**src/rtl/imem_arbiter_pkg.sv**
```systemverilog
// Shared constants and encodings for the instruction-memory arbiter and its response buffer.
package imem_arbiter_pkg;

  localparam int unsigned ImemAddrW   = 10;
  localparam int unsigned ImemMaxWait = 4;

  typedef enum logic [1:0] {
    TagNone     = 2'd0,
    TagFetch    = 2'd1,
    TagFetchErr = 2'd2,
    TagLoadRd   = 2'd3
  } tag_e;

  typedef enum logic [0:0] {
    StPass = 1'b0,
    StHold = 1'b1
  } rsp_state_e;

  function automatic logic is_fetch_tag(tag_e tag);
    return (tag == TagFetch) || (tag == TagFetchErr);
  endfunction

endpackage

```
**src/rtl/imem_resp_buf.sv**
```systemverilog
// Fetch response register: passes BRAM data through, or holds it while the fetch stage stalls.
module imem_resp_buf
  import imem_arbiter_pkg::*;
(
  input  logic        clk_i,
  input  logic        reset_i,
  input  logic        flush_i,
  input  logic        rsp_valid_i,
  input  logic        rsp_err_i,
  input  logic [31:0] rsp_data_i,
  input  logic        rready_i,
  output logic        valid_o,
  output logic [31:0] data_o,
  output logic        err_o
);

  rsp_state_e  state_q, state_d;
  logic [31:0] hold_data_q, hold_data_d;
  logic        hold_err_q, hold_err_d;

  always_ff @(posedge clk_i) begin
    if (reset_i) begin
      state_q     <= StPass;
      hold_data_q <= '0;
      hold_err_q  <= 1'b0;
    end else begin
      state_q     <= state_d;
      hold_data_q <= hold_data_d;
      hold_err_q  <= hold_err_d;
    end
  end

  always_comb begin
    state_d     = state_q;
    hold_data_d = hold_data_q;
    hold_err_d  = hold_err_q;
    unique case (state_q)
      StPass: begin
        if (valid_o && !rready_i) begin
          state_d     = StHold;
          hold_data_d = data_o;
          hold_err_d  = err_o;
        end
      end
      StHold: begin
        if (flush_i || rready_i) state_d = StPass;
      end
      default: state_d = StPass;
    endcase
  end

  always_comb begin
    valid_o = 1'b0;
    data_o  = '0;
    err_o   = 1'b0;
    if (!reset_i) begin
      unique case (state_q)
        StPass: begin
          valid_o = rsp_valid_i && !flush_i;
          err_o   = valid_o && rsp_err_i;
          data_o  = (valid_o && !rsp_err_i) ? rsp_data_i : '0;
        end
        StHold: begin
          valid_o = !flush_i;
          err_o   = valid_o && hold_err_q;
          data_o  = valid_o ? hold_data_q : '0;
        end
        default: valid_o = 1'b0;
      endcase
    end
  end

endmodule

```
**src/rtl/imem_arbiter.sv**
```systemverilog
// Per-cycle arbiter sharing the instruction BRAM between fetch and the loader, with a bounded
// fetch wait and tagged one-cycle read responses.
module imem_arbiter
  import imem_arbiter_pkg::*;
#(
  parameter int unsigned ADDR_W   = ImemAddrW,
  parameter int unsigned MAX_WAIT = ImemMaxWait
) (
  input  logic              clk_i,
  input  logic              reset_i,
  input  logic              f_req_i,
  input  logic [31:0]       f_addr_i,
  output logic              f_ready_o,
  input  logic              f_flush_i,
  output logic              f_rvalid_o,
  output logic [31:0]       f_rdata_o,
  output logic              f_rerr_o,
  input  logic              f_rready_i,
  input  logic              l_req_i,
  input  logic              l_we_i,
  input  logic [31:0]       l_addr_i,
  input  logic [31:0]       l_wdata_i,
  output logic              l_ready_o,
  output logic              l_rvalid_o,
  output logic [31:0]       l_rdata_o,
  output logic              mem_en_o,
  output logic              mem_we_o,
  output logic [ADDR_W-1:0] mem_addr_o,
  output logic [31:0]       mem_din_o,
  input  logic [31:0]       mem_dout_i
);

  localparam logic [2:0] MaxWaitCnt = 3'(MAX_WAIT);

  logic [2:0] wait_q, wait_d;
  tag_e       tag_q, tag_d;
  logic       f_elig, f_win, l_win, f_mis;

  // Address bits outside the word index carry no meaning for the BRAM.
  logic unused_addr_bits;
  assign unused_addr_bits = ^{f_addr_i[31:ADDR_W+2], l_addr_i[31:ADDR_W+2], l_addr_i[1:0]};

  always_comb begin
    f_mis  = f_addr_i[1:0] != 2'b00;
    f_elig = !reset_i && f_req_i && (!f_rvalid_o || f_rready_i);
    f_win  = f_elig && (!l_req_i || (wait_q == MaxWaitCnt));
    l_win  = !reset_i && l_req_i && !f_win;
  end

  always_comb begin
    f_ready_o  = f_win;
    l_ready_o  = l_win;
    mem_en_o   = l_win || (f_win && !f_mis);
    mem_we_o   = l_win && l_we_i;
    mem_din_o  = l_wdata_i;
    mem_addr_o = '0;
    if (l_win)      mem_addr_o = l_addr_i[ADDR_W+1:2];
    else if (f_win) mem_addr_o = f_addr_i[ADDR_W+1:2];
  end

  always_comb begin
    wait_d = wait_q;
    if (f_win)       wait_d = '0;
    else if (f_elig) wait_d = wait_q + 3'd1;
    tag_d = TagNone;
    if (f_win)                tag_d = f_mis ? TagFetchErr : TagFetch;
    else if (l_win && !l_we_i) tag_d = TagLoadRd;
  end

  always_ff @(posedge clk_i) begin
    if (reset_i) begin
      wait_q <= '0;
      tag_q  <= TagNone;
    end else begin
      wait_q <= wait_d;
      tag_q  <= tag_d;
    end
  end

  always_comb begin
    l_rvalid_o = !reset_i && (tag_q == TagLoadRd);
    l_rdata_o  = l_rvalid_o ? mem_dout_i : '0;
  end

  imem_resp_buf u_resp_buf (
    .clk_i       (clk_i),
    .reset_i     (reset_i),
    .flush_i     (f_flush_i),
    .rsp_valid_i (is_fetch_tag(tag_q)),
    .rsp_err_i   (tag_q == TagFetchErr),
    .rsp_data_i  (mem_dout_i),
    .rready_i    (f_rready_i),
    .valid_o     (f_rvalid_o),
    .data_o      (f_rdata_o),
    .err_o       (f_rerr_o)
  );

endmodule

```
**config.mk**
```make
export PLATFORM = sky130hd
export DESIGN_NAME = imem_arbiter
export DESIGN_NICKNAME = d
export VERILOG_FILES = /design/src/rtl/imem_arbiter_pkg.sv /design/src/rtl/imem_resp_buf.sv /design/src/rtl/imem_arbiter.sv
export SDC_FILE = /design/constraint.sdc
export NUM_CORES = 1
export LEC_CHECK = 0
export CORE_ASPECT_RATIO = 2
export CORE_MARGIN = 1.5
export CORE_UTILIZATION = 33
export DETAILED_ROUTE_END_ITERATION = 10
export GPL_ROUTABILITY_DRIVEN = 0
export PLACE_DENSITY = 0.83
export SKIP_CTS_REPAIR_TIMING = 1
export SYNTH_ARGS = -nofsm -noshare
export SYNTH_HDL_FRONTEND = slang
export SYNTH_SLANG_ARGS = --single-unit
```
**constraint.sdc**
```tcl
create_clock -name clk_i -period 2.6 [get_ports clk_i]
set_input_delay 0.39 -clock clk_i [delete_from_list [all_inputs] [get_ports clk_i]]
set_output_delay 0.39 -clock clk_i [all_outputs]
set_load 0.01 [all_outputs]
```
## Word level (Yosys, flattened, before mapping)

Cells that the tools add are included.

| storage, ports and cells | value |
|---|---|
| bits of input ports | 135 |
| logic and storage cells | 59 |
| flip-flop bits (word level) | 39 |
| output and inout bits | 113 |

| operators by class | value |
|---|---|
| mux-type cells | 17 |
| bitwise operators | 1 |
| equal/unequal tests | 4 |
| reductions and logical operators | 31 |
| $add $sub $neg | 1 |

Operators with widths:

| kind | number |
|---|---|
| 2-to-1 mux 32 bit | 4 |
| case mux 32 bit (2 select lines) | 1 |
| 2-to-1 mux 10 bit | 2 |
| logical AND 1 bit | 14 |
| logical NOT 1 bit | 9 |
| 2-to-1 mux 2 bit | 3 |
| case mux 1 bit (2 select lines) | 3 |
| logical OR 1 bit | 5 |
| equality test 2 bit (second input constant) | 2 |
| 2-to-1 mux 1 bit | 4 |
| adder 3 x 1 -> 3 bit (second input constant) | 1 |
| equality test 3 bit (second input constant) | 1 |
| equality test 2 x 1 -> 1 bit (second input constant) | 1 |
| AND reduction 2 bit | 1 |
| nonzero test 2 bit | 1 |
| OR reduction 2 bit | 1 |
| NOT 1 bit | 1 |

## Longest topological paths before layout

| depth | value |
|---|---|
| depth after elaboration | 14 |
| gate-level depth with buffers | 8 |

## By module

From an unflattened synthesis, not the netlist that was laid out.

| unflattened totals | value |
|---|---|
| cells, all modules | 331 |
| area total of the unflattened synthesis | 2826.5 µm² |

Modules (own cells, without submodules):

| module | cells an instance | area each (µm²) | times used | sequential area each (µm²) |
|---|---|---|---|---|
| imem_resp_buf | 192 | 1813.0 | 1 | 680.7 |
| imem_arbiter | 139 | 1013.5 | 1 | 100.1 |

## Least setup slack after synthesis

Ideal clock, no wire load.

| timing path | value |
|---|---|
| kind | reg2out |
| start | register tag_q[0] |
| end | output mem_addr_o[0] |
| slack | 0.430 ns |
| stages on the path, launching flop included | 8 |
| path buffers | 1 |
| data arrival time | 1.780 ns |
| required time | 2.210 ns |
| path through | dfxtp_1 > inv_1 > ha_1 > nor2b_1 > o311ai_2 > inv_1 > clkbuf_1 > o21ai_0 |

| on the way | value |
|---|---|
| word-level cells in the longest chain between the ends | 12 |
| elaborated cells on any way between the ends | 14 |

RTL lines:

| element | RTL line | source |
|---|---|---|
| start, declared | imem_arbiter.sv:36 | `tag_e tag_q, tag_d;` |
| start signal, assigned | imem_arbiter.sv:73 | `tag_q <= TagNone;` |
| start signal, assigned | imem_arbiter.sv:76 | `tag_q <= tag_d;` |
| equality test 2 x 1 -> 1 bit / equality test 2 bit (equally long branches) | imem_arbiter_pkg.sv:20 | `return (tag == TagFetch) \|\| (tag == TagFetchErr);` |
| logical OR 1 bit (*) | imem_arbiter_pkg.sv:20 |  |
| logical AND 1 bit (*) | imem_resp_buf.sv:59 | `valid_o = rsp_valid_i && !flush_i;` |
| case mux 1 bit (2 select lines) (*) | imem_resp_buf.sv:57 | `unique case (state_q)` |
| 2-to-1 mux 1 bit (*) | imem_resp_buf.sv:56 | `if (!reset_i) begin` |
| logical NOT 1 bit (*) | imem_arbiter.sv:45 | `f_elig = !reset_i && f_req_i && (!f_rvalid_o \|\| f_rready_i);` |
| logical OR 1 bit (*) | imem_arbiter.sv:45 |  |
| logical AND 1 bit (*) | imem_arbiter.sv:45 |  |
| logical AND 1 bit (*) | imem_arbiter.sv:46 | `f_win = f_elig && (!l_req_i \|\| (wait_q == MaxWaitCnt));` |
| logical NOT 1 bit | imem_arbiter.sv:47 | `l_win = !reset_i && l_req_i && !f_win;` |
| logical AND 1 bit | imem_arbiter.sv:47 |  |
| 2-to-1 mux 10 bit (*) | imem_arbiter.sv:57 | `if (l_win) mem_addr_o = l_addr_i[ADDR_W+1:2];` |
| end, declared | imem_arbiter.sv:28 | `output logic [ADDR_W-1:0] mem_addr_o,` |

Mark *: on every way between the ends. The rest lies on a longest branch, timed or not.

## Worst setup path in the final report

| timing path | value |
|---|---|
| start | register tag_q[0] |
| end | output mem_addr_o[1] |

Same word-level chain as after synthesis.

==> results.sh <==
export IMPL_critical_path_buf_inv_count=5
export IMPL_critical_path_arrival_ns=2.12
export IMPL_path_class="flop to output pin"
export IMPL_critPathCapture="mem_addr_o[1]"
export IMPL_r2r_end="u_resp_buf.hold_data_q[15]$_SDFFE_PP0P_"
export IMPL_maxSlewHeadroom_pct=61.26
export IMPL_drt_iter0_drc=143
export IMPL_grt_pass1_vias=3249
export IMPL_drt_wl_total_um=9486
export IMPL_hpwl_um=6805
export IMPL_timing_worst_slew_pin_value_ns=0.5761
export IMPL_design_core_area_mm2=0.008648
export IMPL_status="completed"
export IMPL_multi_input_area_mm2=0.001725
export IMPL_grt_first_pass_wirelength_um=14960
export IMPL_routedWlPerCell_um=15.32
export IMPL_seq_area_um2=782.0
export IMPL_fill_cells=831
export IMPL_worst_path_stages=9
export IMPL_max_freq_ghz=0.3980
export IMPL_fp_row_count=48
export IMPL_finalNetCount=657
export IMPL_critPathTopFamily="buffers and inverters"
export IMPL_power_leakage_nw=2.256
export IMPL_tns_ns=0
export IMPL_ant_nets=0
export IMPL_worstPathMaxFanout=22
export IMPL_end_kind="output pin"
export IMPL_worst_clock_skew_ns=0.003780
export IMPL_ys_ff_latch=39
export IMPL_min_period_ns=2.513
export IMPL_cp_start_kind="flop"
export IMPL_path_clk_slew_ns=0.06
export IMPL_power_density_mw_per_mm2=353.6
export IMPL_die_w_um=69.61
export IMPL_diodes=0
export IMPL_utilization_pct=53.21
export IMPL_dr_pass1_iters=4
export IMPL_dieArea_mm2=0.009481
export IMPL_cts_made_buffers=5
export IMPL_synth_nets=549
export IMPL_reg2regPathDepth=6
export IMPL_startpoint="tag_q[0]$_SDFF_PP0_"
export IMPL_antenna_found_initial=0
export IMPL_cts_sinks=39
export IMPL_fin_crit_sh_pct=96.64
export IMPL_holdCritPathClass="flop to flop"
export IMPL_initial_core_util_pct=33.85
export IMPL_synth_area_top_cells="dfxtp_1 27%, nand3b_1 16%, a21oi_1 12%"
export IMPL_final_area_mm2=0.004602
export IMPL_worst_path_most_repeated_cell="inv_1"
export IMPL_synth_area_leader_cell="dfxtp_1"
export IMPL_syn_instance_count=410
export IMPL_vias_per_cell=5.326
export IMPL_post_place_ws_ns=-0.1561
export IMPL_slew_viol_final=0
export IMPL_whs_ns=0.4538
export IMPL_r2r_start="tag_q[0]$_SDFF_PP0_"
export IMPL_worstPathRequired_ns=2.21
export IMPL_synthToLayoutAreaGrowth_pct=57.18
export IMPL_io_buffers=141
export IMPL_synth_top_area_share_pct=26.67
export IMPL_syn_area_per_cell_um2=7.141
export IMPL_grt_max_degree=72
export IMPL_tritoncts="done"
export IMPL_drive_gt1_share_pct=10.40
export IMPL_clk_path_buf_depth=2
export IMPL_hold_viol_final=0
export IMPL_crit_chain="inv_1 -> ha_4 -> nor2b_2 -> o311ai_2 -> buf_4 -> inv_1 -> buf_12 -> o21ai_0 -> dlymetal6s2s_1"
export IMPL_ys_seq_area_share_pct=26.67
export IMPL_grt_overflow=0
export IMPL_setup_viol=0
export IMPL_track_usage_pct=19.42
export IMPL_num_vias=3297
export IMPL_die_y_um=136.2
export IMPL_setup_slack_ns=0.08731
export IMPL_cts_root_buffer="clkbuf_16"
export IMPL_ff2ff_setup_slack_ns=0.65
export IMPL_crit_slowest_cell="dfxtp_1"
export IMPL_drcViolationCount=0
export IMPL_place_area_mm2=0.004275
export IMPL_max_vdd_ir_drop_v=0.0002697
export IMPL_h_tree_depth=2
export IMPL_io_pins=248
export IMPL_synthesis_area_mm2=0.002928
export IMPL_ys_types=30
export IMPL_clk_latency_ns=0.28
export IMPL_yosys_warnings=0
export IMPL_max_cap_viol_count=0
export IMPL_slowest_delay_ns=0.34
==> cell usage in the layout (no fill, tap or decap), drive strengths merged, types with 4 or more instances in the layout <==
master,Yosys,routed
a21oi,68,68
and2,32,32
buf,44,30
clkbuf,26,13
clkdlybuf4s50,0,93
dfxtp,39,39
dlymetal6s2s,0,43
ha,4,4
inv,6,6
nand2,60,60
nand3,32,32
nand3b,64,64
nor2,4,4
nor2b,4,4
o21ai,12,12
==> cell families after synthesis <==
kind of cell,after synthesis,share of synthesized area (%)
simple gates,206,40.90
compound gates,84,15.04
buf+inv,76,15.34
flops,39,26.67
fa+ha+maj,4,1.709
mux,1,0.3419
==> where the power goes <==
| group | leakage, nW | switching, mW | internal (mW) |
|---|---|---|---|
| clock | 0.0772 | 0.233 | 0.408 |
| combinational | 1.86 | 0.168 | 0.210 |
| sequential | 0.315 | 0.00532 | 0.603 |
==> per-stage QoR <==
step | power (mW) | instances
final | 1.627 | 619
after global routing | 1.695 | 619
after CTS | 1.638 | 615
after detailed placement | 0.9875 | 607
after global placement | 0.9794 | 607
after floorplan | 0.8147 | 410
==> how the worst min path moves through the flow <==
stage | startpoint | end | slack, ns | depth (start not counted)
2_1_floorplan | u_resp_buf.hold_data_q[0]$_SDFFE_PP0P_ | u_resp_buf.hold_data_q[0]$_SDFFE_PP0P_ | 0.44 | 2
3_3_place_gp | u_resp_buf.hold_data_q[12]$_SDFFE_PP0P_ | u_resp_buf.hold_data_q[12]$_SDFFE_PP0P_ | 0.44 | 2
3_5_place_dp | u_resp_buf.hold_data_q[11]$_SDFFE_PP0P_ | u_resp_buf.hold_data_q[11]$_SDFFE_PP0P_ | 0.45 | 2
4_1_cts | u_resp_buf.hold_data_q[11]$_SDFFE_PP0P_ | u_resp_buf.hold_data_q[11]$_SDFFE_PP0P_ | 0.45 | 2
5_1_grt | u_resp_buf.hold_data_q[11]$_SDFFE_PP0P_ | u_resp_buf.hold_data_q[11]$_SDFFE_PP0P_ | 0.47 | 2
6_report | u_resp_buf.hold_data_q[12]$_SDFFE_PP0P_ | u_resp_buf.hold_data_q[12]$_SDFFE_PP0P_ | 0.45 | 2
==> tightest hold or removal path, cell delays in order (launching register included) <==
cell,delay (ns)
dfxtp_1,0.31
nand2_1,0.05
a21oi_1,0.05
==> Yosys cell counts <==
cell type	count
nand2_1	60
nor2_1	4
or3_1	2
o22ai_1	1
mux2i_1	1
ha_1	4
o311ai_2	1
inv_1	6
buf_1	2
clkbuf_1	26
and2_1	32
or2_4	1
o31ai_1	1
buf_4	32
a21oi_1	68
a21bo_2	1
buf_2	5
or4_4	1
nor4_4	1
nand3_1	32
or3b_2	1
and3_1	1
nor3_1	1
nor2b_1	4
nor3b_1	1
nand3b_1	64
dfxtp_1	39
buf_6	5
nor3_2	1
o21ai_0	12
==> area by class of cell <==
cell class	count	area share, %
timing repair buffer	171	38.91
clock buffer	8	3.399
sequential	39	16.99
inverter	6	0.4894
multi-input combinational	295	37.49
tap	100	2.719
==> sequential cells by signal (all words and copies together), names as in the netlist <==
name	cells
tag_q	2
u_resp_buf.hold_data_q	32
u_resp_buf.hold_err_q	1
u_resp_buf.state_q	1
wait_q	3
==> metal layers <==
metal | wire [um] | GRT usage (%) | vias up
met5 | 0 | 0 | -
met4 | 463 | 12.09 | 0
met3 | 581 | 2.743 | 50
met2 | 4988 | 36.32 | 144
met1 | 3453 | 19.91 | 1526
li1 | - | - | 1577
No activity file was read; power rests on OpenSTA's default activity.
